### config.mk
export PLATFORM = sky130hd
export DESIGN_NAME = decode_queue
export DESIGN_NICKNAME = d
export VERILOG_FILES = /design/src/rtl/decode_queue.sv
export SDC_FILE = /design/constraint.sdc
export NUM_CORES = 1
export LEC_CHECK = 0
export ABC_CLOCK_PERIOD_IN_PS = 4650
export CORE_MARGIN = 2
export CORE_UTILIZATION = 55
export DETAILED_ROUTE_END_ITERATION = 16
export PLACE_DENSITY = 0.84
export SLEW_MARGIN = 20
export SYNTH_ARGS = -nofsm -noshare
export SYNTH_HDL_FRONTEND = slang
export SYNTH_SLANG_ARGS = --single-unit
export TNS_END_PERCENT = 30
### constraint.sdc
create_clock -name clk_in -period 4.65 [get_ports clk_in]
set_input_delay 1.1625 -clock clk_in [delete_from_list [all_inputs] [get_ports clk_in]]
set_output_delay 1.1625 -clock clk_in [all_outputs]
set_load 0.02 [all_outputs]
### src/rtl/decode_queue.sv
`default_nettype none
// ============================================================================
// Module   : decode_queue
// Purpose  : RV32I decode stage feeding a circular FIFO of decoded entries.
// Revision : 1.0 - initial release
// ============================================================================
module decode_queue #(
    parameter int DEPTH = 4,
    parameter int REG_W = 6,
    parameter int OP_W  = 6
) (
    input  logic                     clk_in,
    input  logic                     rst_in,
    input  logic                     rdy_in,
    input  logic                     flush_in,
    input  logic                     in_valid,
    output logic                     in_ready,
    input  logic [31:0]              in_inst,
    input  logic [31:0]              in_pc,
    output logic                     out_valid,
    input  logic                     out_ready,
    output logic [OP_W-1:0]          out_op,
    output logic [REG_W-1:0]         out_rd,
    output logic [REG_W-1:0]         out_rs1,
    output logic [REG_W-1:0]         out_rs2,
    output logic [31:0]              out_imm,
    output logic [31:0]              out_pc,
    output logic                     out_is_ls,
    output logic                     out_illegal,
    output logic [$clog2(DEPTH):0]   count
);

    localparam int c_PTR_W = $clog2(DEPTH);
    localparam int c_CNT_W = c_PTR_W + 1;
    localparam logic [c_CNT_W-1:0] c_DEPTH = c_CNT_W'(DEPTH);
    localparam logic [REG_W-1:0]   c_NULL  = {1'b1, {(REG_W-1){1'b0}}};

    localparam logic [6:0] c_OPC_LUI    = 7'b0110111;
    localparam logic [6:0] c_OPC_AUIPC  = 7'b0010111;
    localparam logic [6:0] c_OPC_JAL    = 7'b1101111;
    localparam logic [6:0] c_OPC_JALR   = 7'b1100111;
    localparam logic [6:0] c_OPC_BRANCH = 7'b1100011;
    localparam logic [6:0] c_OPC_LOAD   = 7'b0000011;
    localparam logic [6:0] c_OPC_STORE  = 7'b0100011;
    localparam logic [6:0] c_OPC_OPIMM  = 7'b0010011;
    localparam logic [6:0] c_OPC_OP     = 7'b0110011;

    // Op code 0 is reserved for illegal entries.
    localparam logic [OP_W-1:0] c_OP_LUI   = OP_W'(1);
    localparam logic [OP_W-1:0] c_OP_AUIPC = OP_W'(2);
    localparam logic [OP_W-1:0] c_OP_JAL   = OP_W'(3);
    localparam logic [OP_W-1:0] c_OP_JALR  = OP_W'(4);
    localparam logic [OP_W-1:0] c_OP_BEQ   = OP_W'(5);
    localparam logic [OP_W-1:0] c_OP_BNE   = OP_W'(6);
    localparam logic [OP_W-1:0] c_OP_BLT   = OP_W'(7);
    localparam logic [OP_W-1:0] c_OP_BGE   = OP_W'(8);
    localparam logic [OP_W-1:0] c_OP_BLTU  = OP_W'(9);
    localparam logic [OP_W-1:0] c_OP_BGEU  = OP_W'(10);
    localparam logic [OP_W-1:0] c_OP_LB    = OP_W'(11);
    localparam logic [OP_W-1:0] c_OP_LH    = OP_W'(12);
    localparam logic [OP_W-1:0] c_OP_LW    = OP_W'(13);
    localparam logic [OP_W-1:0] c_OP_LBU   = OP_W'(14);
    localparam logic [OP_W-1:0] c_OP_LHU   = OP_W'(15);
    localparam logic [OP_W-1:0] c_OP_SB    = OP_W'(16);
    localparam logic [OP_W-1:0] c_OP_SH    = OP_W'(17);
    localparam logic [OP_W-1:0] c_OP_SW    = OP_W'(18);
    localparam logic [OP_W-1:0] c_OP_ADDI  = OP_W'(19);
    localparam logic [OP_W-1:0] c_OP_SLTI  = OP_W'(20);
    localparam logic [OP_W-1:0] c_OP_SLTIU = OP_W'(21);
    localparam logic [OP_W-1:0] c_OP_XORI  = OP_W'(22);
    localparam logic [OP_W-1:0] c_OP_ORI   = OP_W'(23);
    localparam logic [OP_W-1:0] c_OP_ANDI  = OP_W'(24);
    localparam logic [OP_W-1:0] c_OP_SLLI  = OP_W'(25);
    localparam logic [OP_W-1:0] c_OP_SRLI  = OP_W'(26);
    localparam logic [OP_W-1:0] c_OP_SRAI  = OP_W'(27);
    localparam logic [OP_W-1:0] c_OP_ADD   = OP_W'(28);
    localparam logic [OP_W-1:0] c_OP_SUB   = OP_W'(29);
    localparam logic [OP_W-1:0] c_OP_SLL   = OP_W'(30);
    localparam logic [OP_W-1:0] c_OP_SLT   = OP_W'(31);
    localparam logic [OP_W-1:0] c_OP_SLTU  = OP_W'(32);
    localparam logic [OP_W-1:0] c_OP_XOR   = OP_W'(33);
    localparam logic [OP_W-1:0] c_OP_SRL   = OP_W'(34);
    localparam logic [OP_W-1:0] c_OP_SRA   = OP_W'(35);
    localparam logic [OP_W-1:0] c_OP_OR    = OP_W'(36);
    localparam logic [OP_W-1:0] c_OP_AND   = OP_W'(37);

    typedef struct packed {
        logic [OP_W-1:0]  op;
        logic [REG_W-1:0] rd;
        logic [REG_W-1:0] rs1;
        logic [REG_W-1:0] rs2;
        logic [31:0]      imm;
        logic [31:0]      pc;
        logic             is_ls;
        logic             illegal;
    } entry_t;

    entry_t               r_mem [DEPTH];
    logic [c_PTR_W-1:0]   r_head;
    logic [c_PTR_W-1:0]   r_tail;
    logic [c_CNT_W-1:0]   r_count;

    logic [6:0]       w_opc;
    logic [2:0]       w_f3;
    logic [6:0]       w_f7;
    logic [REG_W-1:0] w_fld_rd, w_fld_rs1, w_fld_rs2;
    logic [31:0]      w_imm_i, w_imm_s, w_imm_b, w_imm_j, w_imm_u, w_imm_sh;
    logic             w_ok;
    logic             w_ls;
    logic [OP_W-1:0]  w_op;
    logic [REG_W-1:0] w_rd, w_rs1, w_rs2;
    logic [31:0]      w_imm;
    entry_t           w_dec;
    entry_t           w_head;
    logic             w_enq;
    logic             w_deq;

    assign w_opc     = in_inst[6:0];
    assign w_f3      = in_inst[14:12];
    assign w_f7      = in_inst[31:25];
    assign w_fld_rd  = REG_W'(in_inst[11:7]);
    assign w_fld_rs1 = REG_W'(in_inst[19:15]);
    assign w_fld_rs2 = REG_W'(in_inst[24:20]);

    assign w_imm_i  = {{20{in_inst[31]}}, in_inst[31:20]};
    assign w_imm_s  = {{20{in_inst[31]}}, in_inst[31:25], in_inst[11:7]};
    assign w_imm_b  = {{19{in_inst[31]}}, in_inst[31], in_inst[7], in_inst[30:25], in_inst[11:8], 1'b0};
    assign w_imm_j  = {{11{in_inst[31]}}, in_inst[31], in_inst[19:12], in_inst[20], in_inst[30:21], 1'b0};
    assign w_imm_u  = {in_inst[31:12], 12'b0};
    assign w_imm_sh = {27'b0, in_inst[24:20]};

    always_comb begin
        w_ok  = 1'b1;
        w_ls  = 1'b0;
        w_op  = '0;
        w_rd  = w_fld_rd;
        w_rs1 = w_fld_rs1;
        w_rs2 = w_fld_rs2;
        w_imm = '0;
        case (w_opc)
            c_OPC_LUI, c_OPC_AUIPC: begin
                w_op  = (w_opc == c_OPC_LUI) ? c_OP_LUI : c_OP_AUIPC;
                w_rs1 = c_NULL;
                w_rs2 = c_NULL;
                w_imm = w_imm_u;
            end
            c_OPC_JAL: begin
                w_op  = c_OP_JAL;
                w_rs1 = c_NULL;
                w_rs2 = c_NULL;
                w_imm = w_imm_j;
            end
            c_OPC_JALR: begin
                w_op  = c_OP_JALR;
                w_rs2 = c_NULL;
                w_imm = w_imm_i;
                w_ok  = (w_f3 == 3'b000);
            end
            c_OPC_BRANCH: begin
                w_rd  = c_NULL;
                w_imm = w_imm_b;
                case (w_f3)
                    3'b000:  w_op = c_OP_BEQ;
                    3'b001:  w_op = c_OP_BNE;
                    3'b100:  w_op = c_OP_BLT;
                    3'b101:  w_op = c_OP_BGE;
                    3'b110:  w_op = c_OP_BLTU;
                    3'b111:  w_op = c_OP_BGEU;
                    default: w_ok = 1'b0;
                endcase
            end
            c_OPC_LOAD: begin
                w_rs2 = c_NULL;
                w_imm = w_imm_i;
                w_ls  = 1'b1;
                case (w_f3)
                    3'b000:  w_op = c_OP_LB;
                    3'b001:  w_op = c_OP_LH;
                    3'b010:  w_op = c_OP_LW;
                    3'b100:  w_op = c_OP_LBU;
                    3'b101:  w_op = c_OP_LHU;
                    default: w_ok = 1'b0;
                endcase
            end
            c_OPC_STORE: begin
                w_rd  = c_NULL;
                w_imm = w_imm_s;
                w_ls  = 1'b1;
                case (w_f3)
                    3'b000:  w_op = c_OP_SB;
                    3'b001:  w_op = c_OP_SH;
                    3'b010:  w_op = c_OP_SW;
                    default: w_ok = 1'b0;
                endcase
            end
            c_OPC_OPIMM: begin
                w_rs2 = c_NULL;
                w_imm = w_imm_i;
                case (w_f3)
                    3'b000: w_op = c_OP_ADDI;
                    3'b010: w_op = c_OP_SLTI;
                    3'b011: w_op = c_OP_SLTIU;
                    3'b100: w_op = c_OP_XORI;
                    3'b110: w_op = c_OP_ORI;
                    3'b111: w_op = c_OP_ANDI;
                    3'b001: begin
                        w_op  = c_OP_SLLI;
                        w_imm = w_imm_sh;
                        w_ok  = (w_f7 == 7'b0000000);
                    end
                    default: begin
                        w_imm = w_imm_sh;
                        if (w_f7 == 7'b0000000)      w_op = c_OP_SRLI;
                        else if (w_f7 == 7'b0100000) w_op = c_OP_SRAI;
                        else                         w_ok = 1'b0;
                    end
                endcase
            end
            c_OPC_OP: begin
                if (w_f7 == 7'b0000000) begin
                    case (w_f3)
                        3'b000:  w_op = c_OP_ADD;
                        3'b001:  w_op = c_OP_SLL;
                        3'b010:  w_op = c_OP_SLT;
                        3'b011:  w_op = c_OP_SLTU;
                        3'b100:  w_op = c_OP_XOR;
                        3'b101:  w_op = c_OP_SRL;
                        3'b110:  w_op = c_OP_OR;
                        default: w_op = c_OP_AND;
                    endcase
                end else if (w_f7 == 7'b0100000 && w_f3 == 3'b000) begin
                    w_op = c_OP_SUB;
                end else if (w_f7 == 7'b0100000 && w_f3 == 3'b101) begin
                    w_op = c_OP_SRA;
                end else begin
                    w_ok = 1'b0;
                end
            end
            default: w_ok = 1'b0;
        endcase

        // Illegal entries carry a canonical payload so downstream only looks at the flag.
        if (!w_ok) begin
            w_op  = '0;
            w_rd  = c_NULL;
            w_rs1 = c_NULL;
            w_rs2 = c_NULL;
            w_imm = '0;
            w_ls  = 1'b0;
        end

        w_dec.op      = w_op;
        w_dec.rd      = w_rd;
        w_dec.rs1     = w_rs1;
        w_dec.rs2     = w_rs2;
        w_dec.imm     = w_imm;
        w_dec.pc      = in_pc;
        w_dec.is_ls   = w_ls;
        w_dec.illegal = !w_ok;
    end

    assign in_ready  = rst_in && rdy_in && !flush_in && (r_count < c_DEPTH);
    assign out_valid = rdy_in && (r_count != '0);
    assign w_enq     = in_valid && in_ready;
    assign w_deq     = out_valid && out_ready && !flush_in;

    always_ff @(posedge clk_in or negedge rst_in) begin
        if (!rst_in) begin
            r_head  <= '0;
            r_tail  <= '0;
            r_count <= '0;
            for (int i = 0; i < DEPTH; i++) begin
                r_mem[i] <= '0;
            end
        end else if (flush_in) begin
            r_head  <= '0;
            r_tail  <= '0;
            r_count <= '0;
        end else if (rdy_in) begin
            if (w_enq) begin
                r_mem[r_tail] <= w_dec;
                r_tail        <= r_tail + 1'b1;
            end
            if (w_deq) begin
                r_head <= r_head + 1'b1;
            end
            case ({w_enq, w_deq})
                2'b10:   r_count <= r_count + 1'b1;
                2'b01:   r_count <= r_count - 1'b1;
                default: r_count <= r_count;
            endcase
        end
    end

    assign w_head      = r_mem[r_head];
    assign out_op      = w_head.op;
    assign out_rd      = w_head.rd;
    assign out_rs1     = w_head.rs1;
    assign out_rs2     = w_head.rs2;
    assign out_imm     = w_head.imm;
    assign out_pc      = w_head.pc;
    assign out_is_ls   = w_head.is_ls;
    assign out_illegal = w_head.illegal;
    assign count       = r_count;

endmodule
`default_nettype wire

**Word-level counts from Yosys, hierarchy flattened**

Index checks and enable logic that the tools add are counted.

- Register bits after elaboration: 367
- Bits in latches: 0
- Memory bits (writable): 0
- ROM bits: 0
- Bits of input ports: 70
- Output and inout bits: 95
- Memories kept: 0

- Add/subtract/negate cells: 4
- Multipliers: 0
- Div/mod/pow operators: 0
- Order comparisons: 4
- Equal/unequal tests: 19
- Shifts and indexed selects: 0
- Muxes and demuxes: 49
- Bitwise logic cells: 3
- Reductions and logical operators: 33

Operators by type and width:

| operator | count |
|---|---|
| bitwise mux 360 bit | 1 |
| 2-to-1 mux 90 bit | 3 |
| one-hot mux 32 bit (6 select lines) | 1 |
| binary-select mux 90 bit (select 2 bit) | 1 |
| demux 90 bit (select 2 bit) | 1 |
| 2-to-1 mux 32 bit | 2 |
| 2-to-1 mux 6 bit | 10 |
| one-hot mux 6 bit (8 select lines) | 1 |
| one-hot mux 6 bit (7 select lines) | 1 |
| one-hot mux 5 bit (7 select lines) | 1 |
| equality test 7 x 6 -> 1 bit (second input constant) | 4 |
| one-hot mux 4 bit (6 select lines) | 1 |
| equality test 7 bit (second input constant) | 3 |
| one-hot mux 4 bit (5 select lines) | 1 |
| OR reduction 6 bit | 3 |
| one-hot mux 5 bit (3 select lines) | 1 |
| equality test 7 x 5 -> 1 bit (second input constant) | 2 |
| 2-to-1 mux 2 bit | 7 |
| equality test 3 bit (second input constant) | 4 |
| logical AND 1 bit | 10 |
| 2-to-1 mux 1 bit | 10 |
| 2-to-1 mux 5 bit | 2 |
| OR reduction 2 bit | 4 |
| equality test 7 x 2 -> 1 bit (second input constant) | 1 |
| other kinds (25) | 37 |

**Longest topological paths before layout**

Gate-level depths: netlist of run 1.

- Depth after elaboration: 8
- Mapped depth: 11
- Gate-level depth less buffers: 8

**Worst setup path after synthesis of run 1**

No wires, ideal clock.

- Kind: input-to-reg
- Start point: in flush_in
- End point: reg r_count[2], in the netlist count[2]
- Setup time: 0.130 ns
- Arrival: 3.158 ns
- Data required time: 4.520 ns
- Slack: 1.361 ns
- Stages: 11
- Path through: clkbuf_1 nor4bb_1 clkbuf_1 and2_1 buf_6 nor3_1 fa_1 a211o_1 nand2_1 xnor2_1 nor2_1

- Word-level cells in the longest chain between the ends: 8

Ends and longest elaborated chain:

| what | line | source |
|---|---|---|
| start: declaration | 15 | `input logic flush_in,` |
| zero test 1 bit * | 262 | `assign in_ready = rst_in && rdy_in && !flush_in && (r_count < c_DEPTH);` |
| logical AND 1 bit * (2 in a row) | 262 |  |
| via in_ready | 17 | `output logic in_ready,` |
| logical AND 1 bit * | 264 | `assign w_enq = in_valid && in_ready;` |
| equality test 2 x 1 -> 1 bit / equality test 2 bit (equally long branches) | 287 | `case ({w_enq, w_deq})` |
| one-hot mux 3 bit (2 select lines) | 287 |  |
| 2-to-1 mux 3 bit | 279 | `end else if (rdy_in) begin` |
| 2-to-1 mux 3 bit | 275 | `end else if (flush_in) begin` |
| end signal: assignment | 288 | `2'b10: r_count <= r_count + 1'b1;` |
| end signal: assignment | 289 | `2'b01: r_count <= r_count - 1'b1;` |
| end signal: assignment | 290 | `default: r_count <= r_count;` |
| end: declaration | 101 | `logic [c_CNT_W-1:0] r_count;` |

Mark *: on every way through the listed nets, which the timed path passes. The rest lies on a longest branch. The select of a mux whose other input is x is not followed.
A chain may end at the register's enable or synchronous reset.

**Worst setup path after layout of run 1**

- Start point: reg r_head[0]
- End point: out out_rs2[2]

- Word-level cells in the longest chain between the ends: 4

Ends and longest elaborated chain:

| what | line | source |
|---|---|---|
| start: declaration | 99 | `logic [c_PTR_W-1:0] r_head;` |
| start signal: assignment | 285 | `r_head <= r_head + 1'b1;` |
| inverter 2 -> 3 bit (not written as such) | 295 | `assign w_head = r_mem[r_head];` |
| binary-select mux 90 bit (select 2 bit) | 295 |  |
| 2-to-1 mux 90 bit (not written as such) (2 in a row) | 295 |  |
| end: declaration | 25 | `output logic [REG_W-1:0] out_rs2,` |

No other way between the ends. The select of a mux whose other input is x is not followed.

==> results by group, run 1 <==
Synth
  – Post-Synthesis Cells: 1508
  – Synth Register Bits: ~370
  – Cell Area, Synth: about 17000 um^2
  – Number of library cell types mapped by synthesis: 81
  – Seq/Total Area, Yosys: 53.2%
  – Avg Inst Size Synth: between 10 and 15 um^2
  – EDFF count, synth: 0
  – Post-synth top flop: dfrtp_1
  – Synth warn: 0
  – Syn_nets: about 1600
  – FFs w/ async S/R, synth: 100%

Clocking
  – CTS tree: built
  – H-tree depth: 2
  – Max clock buf depth: 3
  – CTS clk-pin slew, worst paths: around 60 ps
  – CTS Hold Bufs: 0
  – Clock sink count: 367
  – Setup repair bufs after CTS: 0
  – # resized after CTS: 0
  – Clk_lat worst skew: ~530 ps
  – CTS Root Cell: clkbuf_16
  – CTS Buf Count: 40

Floorplanning
  – Io pins: around 170
  – Die Wd: 181 um
  – Std cell rows: 64
  – Die footprint: roughly 33000 um^2
  – Core ar.: just over 30000 um^2
  – Die Y: about 180 um
  – Starting density of the core: around 56%

Pwr
  – Power Dens Cells: ~370 nW/um^2
  – Part of the power in combinational logic: between 10 and 15%
  – Switching Share: around 25%
  – Clock power frac: roughly 42%
  – Psw: ~1.9 mW
  – Sequential fraction of design power: a little under half
  – Peak VDD IR: roughly 0.00027 V
  – Static leakage: around 9.5 nW
  – Internal power: around 5.7 mW

Status
  – Status: finished, final reports clean

Global route
  – Grt total ovfl: 0
  – Global-route wire length before repair: roughly 75000 um
  – GRT Max-Usage Layer: met2
  – Met3 usage: between 4 and 5%
  – Met1 usage: 40.1%
  – GRT Overall Usage: 29.0%
  – GR Layer Usage met2: about 47%
  – Vias in the first global route: roughly 14000
  – Largest net degree at the start of global routing: ~200
  – Initial antenna violation count: 3

Setup path
  – Setup crit end kind: primary output
  – Setup crit start kind: flop
  – CP arrival: about 2900 ps
  – Worst Path Max Fanout: 28
  – Critical Path RT: 3490 ps
  – Critical setup path kind: reg -> out

Layout
  – Multi-input logic area: around 7500 um^2
  – Fraction of layout cells with a size suffix above 1: about 17%
  – Number of fill cells in the layout: between 2000 and 2500
  – Reg area: between 9000 and 10000 um^2
  – Nets@finish: about 1700
  – Design Area, Final: approximately 21000 um^2
  – Final core area utilization: approximately two thirds
  – Most frequent cells in the layout: nand2_1 (423), dfrtp_1 (365), clkdlybuf4s50_1 (163)
  – Commonest non-fill, non-tap cell in the layout: nand2_1
  – Layout area overhead: 20.0%
  – Final Non-Filler Cells: roughly 2100

Routing
  – Total wire length: roughly 47000 um
  – Initial DRT Pass Iterations: 5
  – Via density: about 6.5
  – Routed Antenna Nets: 0
  – 1st-iter DRT viols: between 1500 and 2000
  – Vias: between 10000 and 15000
  – DRC viols: 0
  – Routed wire per std cell: around 23 um

STA
  – Final Max Tran Viols: 0
  – Peak Freq: approximately 0.25 GHz
  – Hold WS: about 470 ps
  – Final Hold Viols: 0
  – Worst Tran Pin Value: 1080 ps
  – Period utilization: just under 90%
  – RSZ-0062 raised after global routing: no
  – Setup_tns: 0 ps
  – Fin crit period: ~4100 ps
  – Setup Skew: 22.0 ps
  – Rel. slew slack: between 20% and 30%
  – Endpoints failing setup: 0

Placement
  – DP Cell Count: roughly 2000
  – Dpl hpwl: approximately 29000 um
  – Port Buffers: 164
  – Routability cong.: about 0.91
  – Placed Area: a little under 20000 um^2

Job
  – Max-Cap Viols: 0

Min path
  – Hold Crit Class: reg -> reg
cell usage after synthesis, types with 8 or more instances:
library cell / instances / area share, %
nand2_1: 426 / 9.3
buf_1: 20 / 0.44
dfrtp_1: 367 / 53
a32o_1: 39 / 2.3
mux2_2: 20 / 1.3
nand3_1: 10 / 0.29
a211oi_1: 11 / 0.48
buf_6: 11 / 0.72
mux4_2: 90 / 12
o21ai_0: 31 / 0.90
nor2_1: 86 / 1.9
nor3_1: 8 / 0.23
clkbuf_1: 84 / 1.8
a21oi_1: 17 / 0.49
a22o_1: 108 / 5.5
a31oi_1: 28 / 1.0
worst paths after layout:
check | start | slack [ps] | cells past startpoint | end
hold reg to reg | r_mem[95] | 470 | 2 | r_mem[95]
min in group asynchronous | rst_in | 510 | 1 | r_mem[177]
setup / recovery | r_head[0] | 600 | 3 | out_rs2[2]
setup reg to reg | count[2] | 1770 | 7 | r_mem[309]
hold / removal | r_mem[95] | 470 | 2 | r_mem[95]
max in group asynchronous | rst_in | 2110 | 4 | r_mem[236]
metrics by stage:
step | total power, mW | worst slack, ps
detailed placement | 4.43 | 366
global route | 7.84 | 495
CTS | 7.61 | 570
global placement | 4.40 | 564
floorplan | 3.95 | 1360
finish | 7.59 | 599
critical path, stage by stage (launching register included):
cell and delay (ps):
dfrtp_4 820, buf_4 340, mux4_2 590, clkdlybuf4s50_1 570
metal layers:
layer | vias up | routed length [um]
met3 | 112 | 3720
met5 | - | 0
met2 | 707 | 23300
met1 | 6847 | 18700
li1 | 5706 | -
met4 | 0 | 1550
power by group through the flow:
stage | logic (mW) | registers (mW) | clock network [mW]
CTS | 0.948 | 3.44 | 3.23
floorplan | 0.495 | 3.46 | 0
detailed placement | 0.941 | 3.49 | 0
finish | 0.950 | 3.44 | 3.20
global route | 1.02 | 3.45 | 3.37
global placement | 0.918 | 3.48 | 0
cell families after synthesis:
family	share of synthesized area (%)
flip-flops	53.2
AO/OA/AOI/OAI	15.1
AND/OR/NAND/NOR	14.0
buffers and inverters	3.71
XOR/XNOR	0.406
adder cells (fa/ha/maj)	0.464
multiplexers	13.1
final cells by class:
class                   instances  area share [%]
multi-input cells            1007            36.1
well taps                     396            2.39
flip-flops and latches        367            44.4
clock inverters                11           0.640
clock buffers                  60            5.79
inverters                       4          0.0725
diodes                          3          0.0363
repair buffers                217            10.6
state kept, by name (all words and copies together), names as in the netlist:
| signal | flops |
|---|---|
| count | 3 |
| r_head | 2 |
| r_mem | 360 |
| r_tail | 2 |
Power figures use the tool's default switching activity.
==> run 2, diff against run 1 <==
--- a/config.mk
+++ b/config.mk
@@ -5,6 +5,7 @@
 export SDC_FILE = /design/constraint.sdc
 export NUM_CORES = 1
 export LEC_CHECK = 0
+export ABC_AREA = 0
 export ABC_CLOCK_PERIOD_IN_PS = 4650
 export CORE_MARGIN = 2
 export CORE_UTILIZATION = 55
==> results of run 2 <==
The final DEF is identical to that of run 1; final timing and power are the same.
